### config.mk
export PLATFORM = sky130hd
export DESIGN_NAME = board_ram_arbiter_flat
export DESIGN_NICKNAME = d
export VERILOG_FILES = /design/src/rtl/board_ram_arbiter_if.sv /design/src/rtl/board_ram_arbiter.sv /design/src/flat_wrapper.sv
export SDC_FILE = /design/constraint.sdc
export NUM_CORES = 1
export LEC_CHECK = 0
export ABC_CLOCK_PERIOD_IN_PS = 2620
export CORE_MARGIN = 10
export CORE_UTILIZATION = 25
export DETAILED_ROUTE_END_ITERATION = 7
export DONT_BUFFER_PORTS = 1
export GPL_TIMING_DRIVEN = 0
export PLACE_DENSITY = 0.41
export SLEW_MARGIN = 30
export SYNTH_ARGS = -nofsm -noshare
export SYNTH_HDL_FRONTEND = slang
export SYNTH_SLANG_ARGS = --single-unit
### constraint.sdc
create_clock -name clk -period 2.62 [get_ports clk]
set_input_delay 0.786 -clock clk [delete_from_list [all_inputs] [get_ports clk]]
set_output_delay 0.786 -clock clk [all_outputs]
set_load 0.01 [all_outputs]
### src/rtl/board_ram_arbiter_if.sv
// board_ram_arbiter_if: bundle of the scanner, clear, game and board RAM signals around the arbiter.
//   scan_*  : scanner read window, read address and returned read data
//   clear_* : clear request pulse, busy level and done pulse
//   game_*  : game request/ack handshake with write data and captured read data
//   ram_*   : single board RAM port (address, write enable, write data, async read data)
//   master  : arbiter side; slave : the users and the RAM
interface board_ram_arbiter_if #(
    parameter int ADDR_W = 6,
    parameter int DATA_W = 2
);
    logic              scan_active;
    logic [ADDR_W-1:0] scan_rd_addr;
    logic [DATA_W-1:0] scan_rd_data;
    logic              clear_start;
    logic              clear_busy;
    logic              clear_done;
    logic              game_req;
    logic              game_we;
    logic [ADDR_W-1:0] game_addr;
    logic [DATA_W-1:0] game_wdata;
    logic              game_ack;
    logic [DATA_W-1:0] game_rdata;
    logic [ADDR_W-1:0] ram_addr;
    logic              ram_we;
    logic [DATA_W-1:0] ram_wdata;
    logic [DATA_W-1:0] ram_rdata;

    modport master (
        input  scan_active, scan_rd_addr, clear_start, game_req, game_we, game_addr, game_wdata, ram_rdata,
        output scan_rd_data, clear_busy, clear_done, game_ack, game_rdata, ram_addr, ram_we, ram_wdata
    );

    modport slave (
        output scan_active, scan_rd_addr, clear_start, game_req, game_we, game_addr, game_wdata, ram_rdata,
        input  scan_rd_data, clear_busy, clear_done, game_ack, game_rdata, ram_addr, ram_we, ram_wdata
    );
endinterface

### src/rtl/board_ram_arbiter.sv
// board_ram_arbiter: shares the single 64x2 board RAM port between the LED scanner, a clear sequencer and the game port.
//   clk    : system clock
//   rst_n_ : asynchronous active-low reset
//   bus    : master side of board_ram_arbiter_if (scanner, clear, game and RAM signals)
// Owner priority each cycle: scanner, then clear sequencer, then game access, else idle.
module board_ram_arbiter #(
    parameter int                ADDR_W         = 6,
    parameter int                DATA_W         = 2,
    parameter logic [DATA_W-1:0] CLEAR_VALUE    = '0,
    parameter bit                CLEAR_ON_RESET = 1'b1
) (
    input logic                  clk,
    input logic                  rst_n_,
    board_ram_arbiter_if.master  bus
);
    typedef enum logic {IDLE, CLEAR} state_t;

    state_t            r_state;
    state_t            w_state_nx;
    logic [ADDR_W-1:0] r_clr_cnt;
    logic [ADDR_W-1:0] w_clr_cnt_nx;
    logic              r_ack;
    logic              r_done;
    logic [DATA_W-1:0] r_rdata;
    logic              r_por;
    logic              w_clr_own;
    logic              w_game_own;
    logic              w_last;

    // Game is gated by rst_n_ so the RAM port stays with the scanner while in reset,
    // and by r_ack so the requester gets one cycle to drop or change its request.
    assign w_clr_own  = !bus.scan_active && r_state == CLEAR;
    assign w_game_own = rst_n_ && !bus.scan_active && r_state == IDLE && bus.game_req && !r_ack;
    assign w_last     = r_clr_cnt == {ADDR_W{1'b1}};

    assign bus.ram_addr     = w_clr_own ? r_clr_cnt : w_game_own ? bus.game_addr : bus.scan_rd_addr;
    assign bus.ram_we       = w_clr_own || (w_game_own && bus.game_we);
    assign bus.ram_wdata    = w_clr_own ? CLEAR_VALUE : bus.game_wdata;
    assign bus.scan_rd_data = bus.ram_rdata;
    assign bus.clear_busy   = r_state == CLEAR;
    assign bus.clear_done   = r_done;
    assign bus.game_ack     = r_ack;
    assign bus.game_rdata   = r_rdata;

    always_ff @(posedge clk or negedge rst_n_) begin
        if (!rst_n_) begin
            r_state   <= IDLE;
            r_clr_cnt <= '0;
            r_ack     <= 1'b0;
            r_done    <= 1'b0;
            r_rdata   <= '0;
            r_por     <= 1'b1;
        end else begin
            r_state   <= w_state_nx;
            r_clr_cnt <= w_clr_cnt_nx;
            r_ack     <= w_game_own;
            r_done    <= w_clr_own && w_last;
            r_por     <= 1'b0;
            if (w_game_own && !bus.game_we) r_rdata <= bus.ram_rdata;
        end
    end

    // A clear_start seen while already clearing is ignored; the counter only
    // advances in cycles the scanner leaves the port to the clear sequencer.
    always_comb begin
        w_state_nx   = r_state;
        w_clr_cnt_nx = r_clr_cnt;
        if (r_state == IDLE) begin
            if (bus.clear_start || (CLEAR_ON_RESET && r_por)) begin
                w_state_nx   = CLEAR;
                w_clr_cnt_nx = '0;
            end
        end else if (w_clr_own) begin
            w_clr_cnt_nx = r_clr_cnt + 1'b1;
            w_state_nx   = w_last ? IDLE : CLEAR;
        end
    end
endmodule
### src/flat_wrapper.sv
// flat-port wrapper written by rule: the top's interface ports become plain ports
module board_ram_arbiter_flat 
#(
    parameter int                ADDR_W         = 6,
    parameter int                DATA_W         = 2,
    parameter logic [DATA_W-1:0] CLEAR_VALUE    = '0,
    parameter bit                CLEAR_ON_RESET = 1'b1
)
  (clk, rst_n_, bus_scan_active, bus_scan_rd_addr, bus_clear_start, bus_game_req, bus_game_we, bus_game_addr, bus_game_wdata, bus_ram_rdata, bus_scan_rd_data, bus_clear_busy, bus_clear_done, bus_game_ack, bus_game_rdata, bus_ram_addr, bus_ram_we, bus_ram_wdata);
  board_ram_arbiter_if #(.ADDR_W(ADDR_W), .DATA_W(DATA_W)) bus_i ();
  input logic clk;
  input logic rst_n_;
  input wire logic [$bits(bus_i.scan_active)-1:0] bus_scan_active;
  input wire logic [$bits(bus_i.scan_rd_addr)-1:0] bus_scan_rd_addr;
  input wire logic [$bits(bus_i.clear_start)-1:0] bus_clear_start;
  input wire logic [$bits(bus_i.game_req)-1:0] bus_game_req;
  input wire logic [$bits(bus_i.game_we)-1:0] bus_game_we;
  input wire logic [$bits(bus_i.game_addr)-1:0] bus_game_addr;
  input wire logic [$bits(bus_i.game_wdata)-1:0] bus_game_wdata;
  input wire logic [$bits(bus_i.ram_rdata)-1:0] bus_ram_rdata;
  output wire logic [$bits(bus_i.scan_rd_data)-1:0] bus_scan_rd_data;
  output wire logic [$bits(bus_i.clear_busy)-1:0] bus_clear_busy;
  output wire logic [$bits(bus_i.clear_done)-1:0] bus_clear_done;
  output wire logic [$bits(bus_i.game_ack)-1:0] bus_game_ack;
  output wire logic [$bits(bus_i.game_rdata)-1:0] bus_game_rdata;
  output wire logic [$bits(bus_i.ram_addr)-1:0] bus_ram_addr;
  output wire logic [$bits(bus_i.ram_we)-1:0] bus_ram_we;
  output wire logic [$bits(bus_i.ram_wdata)-1:0] bus_ram_wdata;
  assign bus_i.scan_active = bus_scan_active;
  assign bus_i.scan_rd_addr = bus_scan_rd_addr;
  assign bus_i.clear_start = bus_clear_start;
  assign bus_i.game_req = bus_game_req;
  assign bus_i.game_we = bus_game_we;
  assign bus_i.game_addr = bus_game_addr;
  assign bus_i.game_wdata = bus_game_wdata;
  assign bus_i.ram_rdata = bus_ram_rdata;
  assign bus_scan_rd_data = bus_i.scan_rd_data;
  assign bus_clear_busy = bus_i.clear_busy;
  assign bus_clear_done = bus_i.clear_done;
  assign bus_game_ack = bus_i.game_ack;
  assign bus_game_rdata = bus_i.game_rdata;
  assign bus_ram_addr = bus_i.ram_addr;
  assign bus_ram_we = bus_i.ram_we;
  assign bus_ram_wdata = bus_i.ram_wdata;
  board_ram_arbiter #(.ADDR_W(ADDR_W), .DATA_W(DATA_W), .CLEAR_VALUE(CLEAR_VALUE), .CLEAR_ON_RESET(CLEAR_ON_RESET)) u_core (.clk(clk), .rst_n_(rst_n_), .bus(bus_i));
endmodule
==> impl_results.md, run 1 <==
* CTS tree: yes
* Crit Path Max Fanout at 10
* Post-synth cell types at 30
* VDD IR max at 0.183 mV
* R2r setup slk at 1130 ps
* Fin. Hold Viols at 0
* CTS Buf Count at 3
* Clk_lat worst skew at 270 ps
* Slew Viols, Final at 0
* Sequential fraction of the synthesis area at 40.2%
* Routed len/inst at 18.4 µm
* Worst R2R End: u_core.r_clr_cnt[4]
* Status: complete, no violations
* RSZ-0062 raised after global routing: no
* CP max stage delay at 430 ps
* Area contributors post-synth: dfrtp_1, nor3_1, o22ai_1
* Cell family with most CP delay: simple AND/OR/NAND/NOR gates
* Netlist Area Pre-Place at 751 µm²
* Crit path buf inv count at 2
* Hold Path Class: in -> async
* Global-route wire length before repair at 3330 µm
* Fmax at 404 MHz
* Critical Path Source Type: register
* WL final at 2190 µm
* Post-route DRC at 0
* Global route hottest layer: met2
* Dpl hpwl at 1720 µm
* Pin count of the biggest net entering global routing at 15
* Clk buf depth at 2
* DIE AREA at 0.00560 mm²
* Clk root buf: clkbuf_4
* Layout cell share with drive strength beyond 1 at 20.5%
* MaxCap Viol Count at 0
* Final period utilization at 94.4%
* Slew @ Worst Pin at 542 ps
* Total global routing overflow at 0
* Met2 usage at 12.2%
* CTS Sinks at 12
* Buffers on Ports at 0
* Register area at 302 µm²
* Leading area contributor after synthesis: dfrtp_1
* Postcts setup bufs at 0
* Die X at 74.8 µm
* Setup Skew at 2.53 ps
* Vias per std cell at 5.56
* Vias in the first global route at 631
* Post-Syn Instances at 84
* Overall Global Routing Usage at 7.63%
* ANT nets after route at 0
* Rel. slew slack at 63.8%
* CP max stage cell: dfrtp_1
* Register bit total from synthesis at 12
* Commonest cells after routing, fill and taps aside: nor3_1, dfrtp_1, nand2_1
* Share of the synthesized area in the top cell type at 36.7%
* Critical Path RT at 1830 ps
* GP Congestion at 0.712
* Worst r2r path cells at 4
* Die height at 74.8 µm
* Initial Util at 26.8%
* Setup TNS at 0 ps
* Drt first-iter violations at 45
* Post-Syn Nets at 107
* IO Pins at 38
* Total power divided by cell area at 669 mW/mm²
* Syn avg cell area at 8.94 µm²
* Share of flip-flops with an asynchronous set or reset at 100%
* Fin util at 30.3%
* H-tree levels at 1
* Layout Nets at 112
* Number of flops mapped to enable cells by yosys at 0
* Fin worst setup slack at 147 ps
* Row cnt at 19
* Kind of critical path: reg -> out
* Power Total at 568 µW
* Reg2reg start: u_core.bus.clear_busy
* ANT cells at 0
* Via Count at 662
* Hold slack at 196 ps
* Critical path cell sequence: buf_2 > nand2b_1 > clkbuf_4 > o22ai_1 > nor3_2
* Top FF cell, synth: dfrtp_1
* Final setup viols at 0
* Fillers at 294
* Met3 usage at 4.07%
* Worst EP arrival at 1690 ps
* Minimum clock period at 2470 ps
* Ys Warns at 0
* Post-place setup slack at 18.5 ps
* Area Growth Syn to Fin at 13.2%
* CTS clk-pin slew, worst paths at 80 ps
* Critical Path End Type: output port
* CORE AREA at 0.00281 mm²
* LEAKAGE at 0.348 nW
* Pre-antenna DRT Iters at 3
* Multi-input combinational cell area at 429 µm²
* Antenna violations before repair at 0
* Met1 usage at 8.99%
## how the worst max path moves through the flow
stage / startpoint / end / slack (ps) / cells past startpoint
CTS: bus_game_req / bus_ram_addr[4] / 10 / 3
floorplan: bus_game_req / bus_ram_addr[4] / 220 / 3
finish: u_core.bus.clear_busy / bus_ram_addr[1] / 150 / 5
detailed placement: bus_game_req / bus_ram_addr[4] / 20 / 3
global route: u_core.bus.clear_busy / bus_ram_addr[1] / 10 / 5
global placement: bus_game_req / bus_ram_addr[4] / 30 / 3
## state kept, by name (all words and copies together), names as in the netlist
name and count:
u_core.r_clr_cnt 6, u_core.bus.game_rdata 2, u_core.bus.clear_busy 1, u_core.bus.clear_done 1
u_core.bus.game_ack 1, u_core.r_por 1
## metal layers
layer,share of wire (%),wire length [µm],vias up
li1,-,-,314
met1,41,903,322
met2,49,1070,24
met3,9.4,205,2
met4,0.59,13,0
met5,0,0,-
## cells by family (layout without fill, tap and decap cells)
| logic type | Yosys count | count (layout) | synth area share, % |
|---|---|---|---|
| adder cells (fa/ha/maj) | 1 | 1 | 1.67 |
| multiplexers | 4 | 4 | 6.67 |
| flip-flops | 12 | 12 | 40.2 |
| AND/OR/NAND/NOR | 42 | 42 | 31.7 |
| other | 1 | 1 | 0.500 |
| AO/OA/AOI/OAI | 16 | 16 | 14.0 |
| buffers and inverters | 8 | 12 | 5.33 |
## cell usage after synthesis, types with 2 or more instances
master and instances:
nor3_1 15, a21oi_1 3, dfrtp_1 11, buf_2 2, nor2_1 4, o21ai_0 2
mux2i_1 2, nand2b_1 2, o22ai_1 5, buf_4 2, and2_1 2, o311ai_0 2
nand4_1 3, inv_1 2, mux2_4 2, nand2_1 8, nand3_1 4
## where the power goes
part | switching, mW | total (mW) | internal, mW
combinational | 0.0806 | 0.145 | 0.0644
sequential | 0.0526 | 0.274 | 0.221
clock | 0.0654 | 0.150 | 0.0844
total | 0.199 | 0.568 | 0.370
## stage by stage
stage	cells	instance area, µm²
global placement	115	790
CTS	119	827
detailed placement	115	790
finish	119	850
global route	119	850
floorplan	84	751
## repair_timing
action,4_1_cts,5_1_grt
hold buffers,0,0
gates resized for setup,1,6
endpoints found under the hold margin,0,0
setup endpoints to repair,2,5
## area by class of cell
cell class              instances  area share [%]
plain buffers                   6            4.27
clock buffers                   4            4.27
inverters                       2           0.884
multi-input cells              64            50.5
flip-flops and latches         12            35.5
well taps                      31            4.57
(Power assumes the default switching activity.)
==> run 2: changes to the inputs <==
- HOLD_SLACK_MARGIN: default -> 0.02
==> results of run 2 <==
Same layout as run 1: the final DEF is identical, and so are final timing and power.
